`config.mk`:
```
export PLATFORM = sky130hd
export DESIGN_NAME = cmd_sequencer_flat
export DESIGN_NICKNAME = d
export VERILOG_FILES = /design/src/rtl/cmd_sequencer_pkg.sv /design/src/rtl/cmd_sequencer_if.sv /design/src/rtl/cmd_sequencer_fifo.sv /design/src/rtl/cmd_sequencer.sv /design/src/flat_wrapper.sv
export SDC_FILE = /design/constraint.sdc
export NUM_CORES = 1
export LEC_CHECK = 0
export BUFFER_PORTS_ARGS = -buffer_cell sky130_fd_sc_hd__buf_4
export CORE_ASPECT_RATIO = 0.75
export CORE_UTILIZATION = 26
export DETAILED_ROUTE_END_ITERATION = 12
export HOLD_SLACK_MARGIN = 0.1
export PLACE_DENSITY_LB_ADDON = 0.3
export SYNTH_ARGS = -nofsm -noshare
export SYNTH_HDL_FRONTEND = slang
export SYNTH_HIERARCHICAL = 1
export SYNTH_SLANG_ARGS = --single-unit
```
`constraint.sdc`:
```
create_clock -name clk -period 3.1 [get_ports clk]
set_input_delay 0.465 -clock clk [delete_from_list [all_inputs] [get_ports clk]]
set_output_delay 0.465 -clock clk [all_outputs]
set_load 0.005 [all_outputs]
```
`src/rtl/cmd_sequencer_pkg.sv`:
```
// cmd_sequencer_pkg: constants and types shared by the command sequencer.
//   seq_state_e  - sequencer FSM states
//   err_code_e   - err_code encodings (NONE / NACK / TIMEOUT / OVERFLOW)
//   POS_ACK      - RemoteComm positive acknowledge byte
//   OP_*         - opcode field values of a 16-bit command
package cmd_sequencer_pkg;

  localparam int CMD_W = 16;
  localparam int RSP_W = 8;
  localparam int TMO_W = 22;

  typedef enum logic [1:0] {
    IDLE      = 2'd0,
    ISSUE     = 2'd1,
    WAIT_SENT = 2'd2,
    WAIT_RESP = 2'd3
  } seq_state_e;

  typedef enum logic [1:0] {
    ERR_NONE     = 2'b00,
    ERR_NACK     = 2'b01,
    ERR_TIMEOUT  = 2'b10,
    ERR_OVERFLOW = 2'b11
  } err_code_e;

  localparam logic [RSP_W-1:0] POS_ACK = 8'hA5;

  // command = {opcode[15:12], heading[11:4], squares[3:0]}
  localparam logic [3:0] OP_NOP     = 4'h0;
  localparam logic [3:0] OP_CAL     = 4'h2;
  localparam logic [3:0] OP_MOVE    = 4'h4;
  localparam logic [3:0] OP_FANFARE = 4'h6;

  function automatic logic [3:0] cmd_opcode(input logic [CMD_W-1:0] c);
    return c[15:12];
  endfunction

endpackage

```
`src/rtl/cmd_sequencer_if.sv`:
```
// cmd_sequencer_if: link between the sequencer and RemoteComm.
//   cmd      - command word being sent (sequencer -> RemoteComm)
//   send_cmd - 1-clock request to transmit cmd
//   cmd_sent - RemoteComm finished transmitting
//   resp_rdy - response byte valid
//   resp     - response byte
// modport master: sequencer side; modport slave: RemoteComm side.
interface cmd_sequencer_if;
  import cmd_sequencer_pkg::*;

  logic [CMD_W-1:0] cmd;
  logic             send_cmd;
  logic             cmd_sent;
  logic             resp_rdy;
  logic [RSP_W-1:0] resp;

  modport master (output cmd, output send_cmd,
                  input  cmd_sent, input resp_rdy, input resp);
  modport slave  (input  cmd, input send_cmd,
                  output cmd_sent, output resp_rdy, output resp);
endinterface

```
`src/rtl/cmd_sequencer_fifo.sv`:
```
// cmd_fifo: DEPTH x 16 command FIFO with flush.
//   clk, rst      - clock, synchronous active-high reset
//   push, din     - enqueue din when not full and not flushing
//   pop, dout     - dequeue head (dout is the current head, first-word fall-through)
//   flush         - drop all contents; beats push and pop in the same cycle
//   full, empty   - status decoded from the occupancy count
module cmd_fifo
  import cmd_sequencer_pkg::*;
#(
  parameter int DEPTH = 4
) (
  input  logic             clk,
  input  logic             rst,
  input  logic             push,
  input  logic [CMD_W-1:0] din,
  input  logic             pop,
  input  logic             flush,
  output logic [CMD_W-1:0] dout,
  output logic             full,
  output logic             empty
);
  localparam int AW = (DEPTH > 1) ? $clog2(DEPTH) : 1;
  localparam int CW = AW + 1;

  logic [CMD_W-1:0] mem_q [DEPTH];
  logic [AW-1:0]    wr_ptr_q, wr_ptr_d, rd_ptr_q, rd_ptr_d;
  logic [CW-1:0]    count_q, count_d;
  logic             wr_en, rd_en;

  assign full  = (count_q == CW'(DEPTH));
  assign empty = (count_q == '0);
  assign dout  = mem_q[rd_ptr_q];

  always_comb begin
    // A push into a full FIFO is dropped even if a pop frees a slot this cycle.
    wr_en    = push && !full && !flush;
    rd_en    = pop && !empty && !flush;
    wr_ptr_d = wr_ptr_q;
    rd_ptr_d = rd_ptr_q;
    count_d  = count_q;
    if (flush) begin
      wr_ptr_d = '0;
      rd_ptr_d = '0;
      count_d  = '0;
    end else begin
      if (wr_en) wr_ptr_d = wr_ptr_q + AW'(1);
      if (rd_en) rd_ptr_d = rd_ptr_q + AW'(1);
      case ({wr_en, rd_en})
        2'b10:   count_d = count_q + CW'(1);
        2'b01:   count_d = count_q - CW'(1);
        default: count_d = count_q;
      endcase
    end
  end

  always_ff @(posedge clk) begin
    if (rst) begin
      wr_ptr_q <= '0;
      rd_ptr_q <= '0;
      count_q  <= '0;
    end else begin
      wr_ptr_q <= wr_ptr_d;
      rd_ptr_q <= rd_ptr_d;
      count_q  <= count_d;
    end
  end

  // Storage needs no reset; only the pointers/count define validity.
  always_ff @(posedge clk) begin
    if (wr_en) mem_q[wr_ptr_q] <= din;
  end

endmodule

```
`src/rtl/cmd_sequencer.sv`:
```
// cmd_sequencer: queues 16-bit commands and issues them one at a time to
// RemoteComm, waiting for cmd_sent and then a response byte.
//   clk, rst          - clock, synchronous active-high reset
//   push, push_cmd    - enqueue a command
//   flush             - discard queued (not yet issued) commands
//   full, empty       - queue status
//   rc (master)       - cmd/send_cmd out, cmd_sent/resp_rdy/resp in
//   busy              - not IDLE
//   done, err         - 1-clock completion / failure pulses
//   err_code          - last error (00 none, 01 NACK, 10 TIMEOUT, 11 OVERFLOW)
//   ack_cnt           - count of positively acknowledged commands (wraps)
// Build option: define CMD_SEQ_RETRY_EN to re-issue a failed (NACK/TIMEOUT)
// command once before reporting err.
module cmd_sequencer
  import cmd_sequencer_pkg::*;
#(
  parameter int               DEPTH   = 4,
  parameter logic [TMO_W-1:0] TIMEOUT = 22'd3_000_000
) (
  input  logic              clk,
  input  logic              rst,
  input  logic              push,
  input  logic [CMD_W-1:0]  push_cmd,
  input  logic              flush,
  output logic              full,
  output logic              empty,
  cmd_sequencer_if.master   rc,
  output logic              busy,
  output logic              done,
  output logic              err,
  output logic [1:0]        err_code,
  output logic [7:0]        ack_cnt
);

  seq_state_e       state_q, state_d;
  logic [CMD_W-1:0] cmd_q, cmd_d;
  logic             send_q, send_d;
  logic             done_q, done_d;
  logic             err_q, err_d;
  err_code_e        code_q, code_d;
  logic [7:0]       ack_q, ack_d;
  logic [TMO_W-1:0] tmo_q, tmo_d;
  logic             busy_q, busy_d;
  logic             retry_q, retry_d;

  logic             pop;
  logic [CMD_W-1:0] head;
  logic             fail;
  err_code_e        fail_code;

  cmd_fifo #(.DEPTH(DEPTH)) u_fifo (
    .clk   (clk),
    .rst   (rst),
    .push  (push),
    .din   (push_cmd),
    .pop   (pop),
    .flush (flush),
    .dout  (head),
    .full  (full),
    .empty (empty)
  );

  assign rc.cmd      = cmd_q;
  assign rc.send_cmd = send_q;
  assign busy        = busy_q;
  assign done        = done_q;
  assign err         = err_q;
  assign err_code    = code_q;
  assign ack_cnt     = ack_q;

  always_comb begin
    state_d   = state_q;
    cmd_d     = cmd_q;
    send_d    = 1'b0;
    done_d    = 1'b0;
    err_d     = 1'b0;
    code_d    = code_q;
    ack_d     = ack_q;
    tmo_d     = tmo_q;
    retry_d   = retry_q;
    pop       = 1'b0;
    fail      = 1'b0;
    fail_code = ERR_NONE;

    case (state_q)
      IDLE: begin
        // Popping on the IDLE->ISSUE edge lets send_cmd be registered
        // high during ISSUE, giving the 2-clock push-to-send latency.
        // A concurrent flush discards the head instead of issuing it.
        if (!empty && !flush) begin
          pop     = 1'b1;
          cmd_d   = head;
          send_d  = 1'b1;
          retry_d = 1'b0;
          state_d = ISSUE;
        end
      end
      ISSUE: state_d = WAIT_SENT;
      WAIT_SENT: begin
        if (rc.cmd_sent) begin
          tmo_d   = '0;
          state_d = WAIT_RESP;
        end
      end
      WAIT_RESP: begin
        tmo_d = tmo_q + TMO_W'(1);
        if (rc.resp_rdy) begin
          if (rc.resp == POS_ACK) begin
            done_d  = 1'b1;
            ack_d   = ack_q + 8'd1;
            state_d = IDLE;
          end else begin
            fail      = 1'b1;
            fail_code = ERR_NACK;
          end
        end else if (tmo_q == TIMEOUT - TMO_W'(1)) begin
          fail      = 1'b1;
          fail_code = ERR_TIMEOUT;
        end
      end
      default: state_d = IDLE;
    endcase

    if (fail) begin
`ifdef CMD_SEQ_RETRY_EN
      // Re-send the held cmd once; only a second failure is reported.
      if (!retry_q) begin
        retry_d = 1'b1;
        send_d  = 1'b1;
        state_d = ISSUE;
      end else begin
        err_d   = 1'b1;
        code_d  = fail_code;
        state_d = IDLE;
      end
`else
      err_d   = 1'b1;
      code_d  = fail_code;
      state_d = IDLE;
`endif
    end

    // Dropped push; a push alongside flush is discarded silently.
    if (push && full && !flush) begin
      err_d  = 1'b1;
      code_d = ERR_OVERFLOW;
    end

    busy_d = (state_d != IDLE);
  end

  always_ff @(posedge clk) begin
    if (rst) begin
      state_q <= IDLE;
      cmd_q   <= '0;
      send_q  <= 1'b0;
      done_q  <= 1'b0;
      err_q   <= 1'b0;
      code_q  <= ERR_NONE;
      ack_q   <= '0;
      tmo_q   <= '0;
      busy_q  <= 1'b0;
      retry_q <= 1'b0;
    end else begin
      state_q <= state_d;
      cmd_q   <= cmd_d;
      send_q  <= send_d;
      done_q  <= done_d;
      err_q   <= err_d;
      code_q  <= code_d;
      ack_q   <= ack_d;
      tmo_q   <= tmo_d;
      busy_q  <= busy_d;
      retry_q <= retry_d;
    end
  end

endmodule

```
`src/flat_wrapper.sv`:
```
// flat-port wrapper written by rule: the top's interface ports become plain ports
module cmd_sequencer_flat import cmd_sequencer_pkg::*;
#(
  parameter int               DEPTH   = 4,
  parameter logic [TMO_W-1:0] TIMEOUT = 22'd3_000_000
)
  (clk, rst, push, push_cmd, flush, full, empty, busy, done, err, err_code, ack_cnt, rc_cmd, rc_send_cmd, rc_cmd_sent, rc_resp_rdy, rc_resp);
  cmd_sequencer_if rc_i ();
  input  logic clk;
  input  logic rst;
  input  logic push;
  input  logic [CMD_W-1:0] push_cmd;
  input  logic flush;
  output logic full;
  output logic empty;
  output logic busy;
  output logic done;
  output logic err;
  output logic [1:0] err_code;
  output logic [7:0] ack_cnt;
  output wire logic [$bits(rc_i.cmd)-1:0] rc_cmd;
  output wire logic [$bits(rc_i.send_cmd)-1:0] rc_send_cmd;
  input wire logic [$bits(rc_i.cmd_sent)-1:0] rc_cmd_sent;
  input wire logic [$bits(rc_i.resp_rdy)-1:0] rc_resp_rdy;
  input wire logic [$bits(rc_i.resp)-1:0] rc_resp;
  assign rc_cmd = rc_i.cmd;
  assign rc_send_cmd = rc_i.send_cmd;
  assign rc_i.cmd_sent = rc_cmd_sent;
  assign rc_i.resp_rdy = rc_resp_rdy;
  assign rc_i.resp = rc_resp;
  cmd_sequencer #(.DEPTH(DEPTH), .TIMEOUT(TIMEOUT)) u_core (.clk(clk), .rst(rst), .push(push), .push_cmd(push_cmd), .flush(flush), .full(full), .empty(empty), .rc(rc_i), .busy(busy), .done(done), .err(err), .err_code(err_code), .ack_cnt(ack_cnt));
endmodule
```
==> flow_metrics.env, run 1 <==
export IMPL_status="complete, but fails checks"
export IMPL_violations="design-rule violations"
export IMPL_grt_overflow=0
export IMPL_r2r_start="u_core/u_fifo/count_q[0]"
export IMPL_synthMuxAreaShare_pct=9.12
export IMPL_hold_start="push_cmd[9]"
export IMPL_initial_core_util_pct=26.9
export IMPL_p_per_area_mw_per_mm2=576
export IMPL_cellLeakagePower_nw=2.26
export IMPL_layout_nets=528
export IMPL_synth_top_family_by_area="simple AND/OR/NAND/NOR gates"
export IMPL_fill_cells=1955
export IMPL_core_mm2=0.0196
export IMPL_synthFlopType="edfxtp_1"
export IMPL_drt_initial_drc_count=179
export IMPL_clk_path_buf_depth=2
export IMPL_place_congestion=0.756
export IMPL_irDropWorstVdd_mv=0.414
export IMPL_crit_fanout=5
export IMPL_synth_fa_ha_area_share_pct=2.04
export IMPL_yosysTopAreaCell="edfxtp_1"
export IMPL_synth_seq_cells=127
export IMPL_tightest_slew_ps=825
export IMPL_drv_cap=0
export IMPL_ff_latch_area_mm2=0.00318
export IMPL_reg2reg_to="u_core/u_fifo/count_q[2]"
export IMPL_finalCritPeriodShare_pct=80.8
export IMPL_grt_max_degree=63
export IMPL_dieArea_mm2=0.0208
export IMPL_clkTransAtPathRegs_ps=50
export IMPL_fin_ws_ps=594
export IMPL_final_layout_size_suffix_gt1_share_pct=27.4
export IMPL_crit_type="reg2reg"
export IMPL_setup_viol=0
export IMPL_worstSetupStartpointType="flop"
export IMPL_n_antenna_cell=0
export IMPL_clockRootBuffer="clkbuf_16"
export IMPL_required_ps=3440
export IMPL_drt_antenna_violating_nets=0
export IMPL_grt_usage_pct=11.1
export IMPL_vias=3492
export IMPL_finalInstanceArea_mm2=0.00652
export IMPL_syn_avg_cell_area_um2=12.4
export IMPL_chipWidth_um=166
export IMPL_antenna_found_initial=0
export IMPL_grt_pass1_vias=3440
export IMPL_port_buffers=61
export IMPL_slew_headroom_pct=45.0
export IMPL_area_growth_pct=23.8
export IMPL_yosysMostFrequentCell="edfxtp_1"
export IMPL_hold_violations=0
export IMPL_wl_per_cell_um=14.8
export IMPL_rsz0062_at_grt="false"
export IMPL_synth_cell_area_mm2=0.00527
export IMPL_cts_setup_buffers=0
export IMPL_num_io_pins=62
export IMPL_rrSetupSlack_ps=590
export IMPL_hold_path_class="in2reg"
export IMPL_synth_edf_count=64
export IMPL_hpwl_um=7560
export IMPL_synth_simple_area_share_pct=17.3
export IMPL_firstDrtPassIters=8
export IMPL_cts_hold_buffers=0
export IMPL_ys_async_sr_fraction_pct=0
export IMPL_clock_latency_ps=410
export IMPL_htree_levels=4
export IMPL_die_h_um=125
export IMPL_max_clock_freq_mhz=399
export IMPL_synth_compound_area_share_pct=7.15
export IMPL_hold_path_end="u_core/u_fifo/mem_q[0][9]"
export IMPL_wl_um=11200
export IMPL_grt_pass1_wl_um=17700
export IMPL_multi_input_area_mm2=0.00194
export IMPL_cp_data_arrival_time_ps=2840
export IMPL_tns_ps=0
export IMPL_maxSlewViolCount=0
export IMPL_cts_sinks=127
export IMPL_placementRows=44
export IMPL_endpoint_kind="flop"
export IMPL_syn_inst=425
export IMPL_placed_cell_area_mm2=0.00596
export IMPL_drc=3
export IMPL_dpl_worst_slack_ps=458
export IMPL_cts_buffers=17
export IMPL_ys_seq_area_share_pct=60.4
export IMPL_cts_resized_gates=0
export IMPL_holdPathStages=1
export IMPL_fin_worst_skew_ps=7.78
export IMPL_synth_area_leaders="edfxtp_1, dfxtp_1, mux4_2"
export IMPL_synth_top_cells_by_count="edfxtp_1, dfxtp_1, nand2_1"
export IMPL_synth_xor_area_share_pct=1.16
export IMPL_cts_tree="done"
export IMPL_drt_vias_per_instance=4.62
export IMPL_yosysTopAreaCellShare_pct=36.5
export IMPL_synth_distinct_cells=63
export IMPL_r2r_cells=11
export IMPL_syn_nets=463
export IMPL_synth_warnings=6
export IMPL_period_minus_slack_ps=2510
==> cell families (layout without fill, tap and decap cells) <==
| logic type | Yosys count | in the layout |
|---|---|---|
| mux | 27 | 27 |
| xor+xnor | 7 | 7 |
| buf+inv | 29 | 107 |
| fa+ha+maj | 8 | 8 |
| compound gates | 62 | 62 |
| simple gates | 165 | 165 |
| flops | 127 | 127 |
==> how the worst max path moves through the flow <==
| stage | to | from |
|---|---|---|
| finish | u_core/u_fifo/count_q[2] | u_core/u_fifo/count_q[0] |
| global route | u_core/u_fifo/count_q[2] | u_core/state_q[1] |
| CTS | u_core/u_fifo/count_q[2] | u_core/u_fifo/count_q[0] |
| floorplan | u_core/u_fifo/count_q[2] | u_core/state_q[1] |
| detailed placement | u_core/u_fifo/count_q[2] | flush |
| global placement | u_core/u_fifo/count_q[2] | flush |
==> flip-flops by register name, summed over array words and instances, names as in the netlist, named ones only <==
| name | cells |
|---|---|
| u_core/ack_cnt | 8 |
| u_core/busy | 1 |
| u_core/done | 1 |
| u_core/err | 1 |
| u_core/err_code | 2 |
| u_core/rc.cmd | 16 |
| u_core/rc.send_cmd | 1 |
| u_core/state_q | 2 |
| u_core/tmo_q | 22 |
| u_core/u_fifo/count_q | 3 |
| u_core/u_fifo/mem_q | 64 |
| u_core/u_fifo/rd_ptr_q | 2 |
| u_core/u_fifo/wr_ptr_q | 2 |
==> stage by stage <==
step	power [mW]	std cells	hold WS [ps]	util, %
final	3.76	756	258	33.3
after global routing	3.90	756	235	33.3
after CTS	3.81	756	239	33.3
after detailed placement	1.94	724	449	30.4
after global placement	1.93	724	445	30.4
after floorplan	1.88	425	450	-
==> final cells by class <==
cell class                 instances  area share (%)
clock buffer                      20            6.70
clock inverter                    12            1.82
inverter                          10           0.576
multi-input combinational        269            29.7
sequential                       127            48.8
tap                              253            4.86
timing repair buffer              65            7.49
==> critical path: stages (launching register included) <==
cell and delay, ps:
dfxtp_1 380, nor3_1 120, nor2_1 100, nand2_1 70, clkinv_1 60, nor3b_1 300
ha_1 270, inv_1 60, fa_1 380, xor2_1 160, or3_2 410, a21oi_1 140
==> layer usage <==
metal / vias to the layer above / wire length, um / GRT usage, %
met2: 67 / 5200 / 17.7
met3: 6 / 622 / 4.08
li1: 1730 / - / -
met4: 0 / 97 / 3.98
met5: - / 0 / 0
met1: 1689 / 5260 / 13.9
==> where the power goes <==
part	leakage (nW)	total, mW	switching (mW)	internal, mW
clock network	0.267	1.86	0.683	1.17
logic	0.901	0.111	0.0599	0.0509
registers	1.09	1.79	0.00705	1.78
==> cell usage in the layout, fill, tap and decap left out, types with 3 or more instances in the layout <==
cell type   n
nor4_1      4
a21oi_1    39
or2_2       3
xor2_1      6
and3_1      5
clkbuf_1    3
ha_1        7
nand4_1    14
nor2_1     30
nor3b_1     4
mux2i_1     3
dfxtp_1    63
nand3b_1    5
buf_4      65
clkbuf_16  17
clkinv_1    4
and3_2      5
and2_1      3
mux4_2     16
o21ai_0     5
mux2_2      6
clkinv_2    3
nor3_1      3
nand2_1    49
edfxtp_1   64
o211ai_1    4
inv_1       9
and4_1      4
nand3_1    10
or3_1       7
Power figures use the tool's default switching activity.
==> inputs of run 2 (changes only) <==
Clock period 3.1 ns to 2.49 ns, I/O delays scaled along.
==> run 2 against run 1 <==
  * The run still ends with design-rule violations left
  * Design area rose by 1.3%
  * First-iteration DRC count rose by 27%
  * Cell count rose by 0.79%
  * Combinational power rose by 30%
  * Sequential power rose by 25%
  * Non-clock buffer count rose by 6
  * Via count fell by 0.23%
  * Critical path type unchanged
  * Largest power group unchanged
  * Highest routed layer unchanged
==> flow_metrics.env, run 2 (synthesis results as in run 1) <==
export IMPL_cts_sinks=127
export IMPL_cts_setup_buffers=0
export IMPL_p_per_area_mw_per_mm2=698
export IMPL_rsz0062_at_grt="false"
export IMPL_clockRootBuffer="clkbuf_16"
export IMPL_drv_cap=0
export IMPL_max_clock_freq_mhz=432
export IMPL_ff_latch_area_mm2=0.00319
export IMPL_fin_worst_skew_ps=16.6
export IMPL_multi_input_area_mm2=0.00198
export IMPL_clock_latency_ps=410
export IMPL_largest_reg_flops=64
export IMPL_dieArea_mm2=0.0208
export IMPL_status="complete, but fails checks"
export IMPL_drt_vias_per_instance=4.57
export IMPL_violations="design-rule violations"
export IMPL_maxSlewViolCount=0
export IMPL_endpoint_kind="flop"
export IMPL_tns_ps=0
export IMPL_r2r_cells=11
export IMPL_clkTransAtPathRegs_ps=60
export IMPL_tightest_slew_ps=675
export IMPL_worstSetupStartpointType="flop"
export IMPL_chipWidth_um=166
export IMPL_hpwl_um=7430
export IMPL_die_h_um=125
export IMPL_final_layout_size_suffix_gt1_share_pct=30.8
export IMPL_fill_cells=1963
export IMPL_slew_headroom_pct=55.0
export IMPL_hold_violations=0
export IMPL_wl_um=11000
export IMPL_firstDrtPassIters=8
export IMPL_irDropWorstVdd_mv=0.423
export IMPL_place_congestion=0.734
export IMPL_cts_buffers=17
export IMPL_n_antenna_cell=0
export IMPL_finalInstanceArea_mm2=0.00661
export IMPL_cts_resized_gates=0
export IMPL_wl_per_cell_um=14.5
export IMPL_grt_pass1_wl_um=17600
export IMPL_area_growth_pct=25.4
export IMPL_finalCritPeriodShare_pct=93.0
export IMPL_grt_max_degree=63
export IMPL_crit_type="reg2reg"
export IMPL_drt_initial_drc_count=227
export IMPL_top_register="u_core/u_fifo/mem_q"
export IMPL_cellLeakagePower_nw=2.29
export IMPL_setup_viol=0
export IMPL_layout_commonest_cell="buf_4"
export IMPL_htree_levels=4
export IMPL_crit_fanout=4
export IMPL_core_mm2=0.0196
export IMPL_cts_tree="done"
export IMPL_final_cell_mix="buf_4, edfxtp_1, dfxtp_1"
export IMPL_initial_core_util_pct=26.9
export IMPL_grt_overflow=0
export IMPL_drc=3
export IMPL_port_buffers=61
export IMPL_layout_nets=534
export IMPL_holdPathStages=1
export IMPL_period_minus_slack_ps=2320
export IMPL_clk_path_buf_depth=2
export IMPL_drt_antenna_violating_nets=0
export IMPL_rrSetupSlack_ps=170
export IMPL_cp_data_arrival_time_ps=2650
export IMPL_num_io_pins=62
export IMPL_placementRows=44
export IMPL_antenna_found_initial=0
export IMPL_grt_pass1_vias=3372
export IMPL_vias=3484
export IMPL_required_ps=2820
export IMPL_grt_usage_pct=11.1
export IMPL_cts_hold_buffers=0
export IMPL_hold_path_class="in2reg"
export IMPL_placed_cell_area_mm2=0.00606
run 2: cell count changes in the layout (fill, tap and decap cells not counted), sizes merged:
cell and change:
clkbuf -2, bufinv -1, clkinvlp +4, clkinv -1, buf +6
run 2: critical path, cell delays in order, from the launching register on:
cell,delay (ps)
dfxtp_4,370
nor3_4,50
nor2_1,140
nand2_2,90
clkinv_4,50
nor3b_4,200
ha_2,220
inv_1,50
fa_2,330
xor2_1,150
or3_2,410
a21oi_1,170
run 2: path summary, 6_finish.rpt:
| check | startpoint | end |
|---|---|---|
| max | u_core/u_fifo/count_q[0] | u_core/u_fifo/count_q[2] |
| min | push_cmd[13] | u_core/u_fifo/mem_q[2][13] |
| max reg2reg | u_core/u_fifo/count_q[0] | u_core/u_fifo/count_q[2] |
| min reg2reg | u_core/rc.cmd[2] | u_core/rc.cmd[2] |
run 2: cell type report:
| type | count | area share [%] |
|---|---|---|
| clock buffer | 18 | 6.50 |
| clock inverter | 14 | 1.80 |
| inverter | 10 | 0.644 |
| multi-input combinational | 269 | 29.9 |
| sequential | 127 | 48.3 |
| tap | 253 | 4.79 |
| timing repair buffer | 71 | 8.07 |
run 2: metal layers:
layer,vias to the layer above,global-route usage (%),wire length [um]
li1,1741,-,-
met1,1681,14.6,5390
met2,60,16.8,5010
met3,2,3.93,582
met4,0,4.63,60
met5,-,0,0
run 2: through the flow:
step / hold slack, ps / utilization (%) / cells / power, mW / setup WS, ps
floorplan: 450 / - / 425 / 2.34 / 21.8
global placement: 444 / 30.9 / 730 / 2.41 / 203
detailed placement: 448 / 30.9 / 730 / 2.42 / 100
CTS: 139 / 33.7 / 762 / 4.70 / 155
global route: 135 / 33.7 / 762 / 4.80 / 34.7
finish: 167 / 33.7 / 762 / 4.61 / 174
run 2: report_power, final:
group	switching (mW)	internal, mW	leakage [nW]
clock network	0.875	1.36	0.249
registers	0.00933	2.22	1.09
logic	0.0764	0.0680	0.950
==> inputs of run 3 (changes only) <==
Clock period 2.49 ns to 2.4 ns, I/O delays scaled along.
==> run 3 against run 2 <==
  * The flow still finishes with violations (design-rule violations)
  * Die area unchanged
  * Maximum frequency increased by 1.6%
  * Total power increased by 11%
  * Clock-buffer cell count unchanged
  * Sequential power increased by 4%
  * Sequential cell count unchanged
==> flow_metrics.env, run 3 (synthesis results as in run 1) <==
export IMPL_status="complete, but fails checks"
export IMPL_violations="design-rule violations"
export IMPL_fin_worst_skew_ps=8.90
export IMPL_num_io_pins=62
export IMPL_pwr_share_seq_pct=45.0
export IMPL_hpwl_um=7870
export IMPL_tns_ps=0
export IMPL_required_ps=2740
export IMPL_utilization_pct=34.1
export IMPL_antenna_found_initial=0
export IMPL_chipWidth_um=166
export IMPL_clockRootBuffer="clkbuf_16"
export IMPL_hold_path_class="in2reg"
export IMPL_tightest_slew_ps=677
export IMPL_crit_type="reg2reg"
export IMPL_drt_vias_per_instance=4.73
export IMPL_p_int_mw=4.11
export IMPL_cp_data_arrival_time_ps=2620
export IMPL_cts_tree="done"
export IMPL_top_register="u_core/u_fifo/mem_q"
export IMPL_die_h_um=125
export IMPL_dpl_worst_slack_ps=95.0
export IMPL_whs_ps=148
export IMPL_firstDrtPassIters=8
export IMPL_dieArea_mm2=0.0208
export IMPL_rsz0062_at_grt="false"
export IMPL_final_layout_size_suffix_gt1_share_pct=31.4
export IMPL_grt_usage_pct=11.7
export IMPL_drt_antenna_violating_nets=0
export IMPL_grt_pass1_wl_um=18600
export IMPL_slew_headroom_pct=54.7
export IMPL_n_antenna_cell=0
export IMPL_crit_fanout=5
export IMPL_p_sw_share_pct=20.1
export IMPL_vias=3604
export IMPL_grt_overflow=0
export IMPL_port_buffers=61
export IMPL_wl_um=11600
export IMPL_largest_reg_flops=64
export IMPL_p_switching_mw=1.03
export IMPL_cts_buffers=17
export IMPL_core_mm2=0.0196
export IMPL_clkTransAtPathRegs_ps=60
export IMPL_grt_pass1_vias=3538
export IMPL_fin_ws_ps=121
export IMPL_placed_cell_area_mm2=0.00605
export IMPL_drc=3
export IMPL_total_power_mw=5.14
export IMPL_irDropWorstVdd_mv=0.348
export IMPL_max_clock_freq_mhz=439
export IMPL_wl_per_cell_um=15.3
export IMPL_period_minus_slack_ps=2280
export IMPL_initial_core_util_pct=26.9
export IMPL_pwr_share_comb_pct=2.9
export IMPL_cts_hold_buffers=0
export IMPL_htree_levels=4
export IMPL_worstSetupStartpointType="flop"
export IMPL_p_per_area_mw_per_mm2=769
export IMPL_ff_latch_area_mm2=0.00319
export IMPL_placementRows=44
export IMPL_cellLeakagePower_nw=2.34
export IMPL_drv_cap=0
export IMPL_hold_violations=0
export IMPL_area_growth_pct=26.9
export IMPL_fill_cells=1923
export IMPL_dp_cells=729
export IMPL_power_frac_clock_pct=52.1
export IMPL_cts_sinks=127
export IMPL_finalCritPeriodShare_pct=94.9
export IMPL_maxSlewViolCount=0
export IMPL_final_cell_mix="buf_4, edfxtp_1, dfxtp_1"
export IMPL_endpoint_kind="flop"
export IMPL_drt_initial_drc_count=233
export IMPL_finalInstanceArea_mm2=0.00668
export IMPL_clock_latency_ps=410
export IMPL_layout_nets=534
export IMPL_grt_max_degree=63
export IMPL_clk_path_buf_depth=2
export IMPL_place_congestion=0.731
export IMPL_instances_no_fill=762
export IMPL_layout_commonest_cell="buf_4"
export IMPL_multi_input_area_mm2=0.00198
export IMPL_setup_viol=0
-- run 3: worst paths after layout --
check	from	cells after the start	end	slack (ps)
max reg2reg	u_core/u_fifo/count_q[2]	11	u_core/u_fifo/count_q[2]	120
max	u_core/u_fifo/count_q[2]	11	u_core/u_fifo/count_q[2]	120
min reg2reg	u_core/rc.cmd[7]	2	u_core/rc.cmd[7]	460
min	push_cmd[9]	1	u_core/u_fifo/mem_q[1][9]	150
-- run 3: what timing repair did --
item                       CTS  global route
resized for setup            0             1
setup endpoints to repair    0             1
buffers inserted             0             1
-- run 3: critical path, cell delays in order, from the launching register on --
cell and delay (ps):
dfxtp_2 380, nor3_4 80, nor2_1 130, nand2_2 90
clkinv_4 50, nor3b_4 200, ha_2 230, inv_2 40
fa_2 350, xor2_1 180, or3_4 330, a21oi_2 150
-- run 3: power by group through the flow --
| stage | logic [mW] | registers, mW | clock network [mW] |
|---|---|---|---|
| after detailed placement | 0.154 | 2.36 | 0 |
| after global placement | 0.149 | 2.36 | 0 |
| after CTS | 0.154 | 2.31 | 2.74 |
| final | 0.150 | 2.31 | 2.68 |
| after global routing | 0.167 | 2.31 | 2.84 |
| after floorplan | 0.0729 | 2.35 | 0 |
-- run 3: layer usage --
layer	up-vias	GRT usage [%]	share of wire (%)
li1	1742	-	-
met1	1768	15.3	48
met2	79	17.7	45
met3	15	3.83	4.8
met4	0	5.01	1.7
met5	-	0	0
-- run 3: area by class of cell --
| cell class | count | share of cell area, % |
|---|---|---|
| flip-flops and latches | 127 | 47.7 |
| well taps | 253 | 4.74 |
| clock buffers | 18 | 6.42 |
| clock inverters | 14 | 2.83 |
| repair buffers | 71 | 7.98 |
| multi-input cells | 269 | 29.7 |
| inverters | 10 | 0.637 |
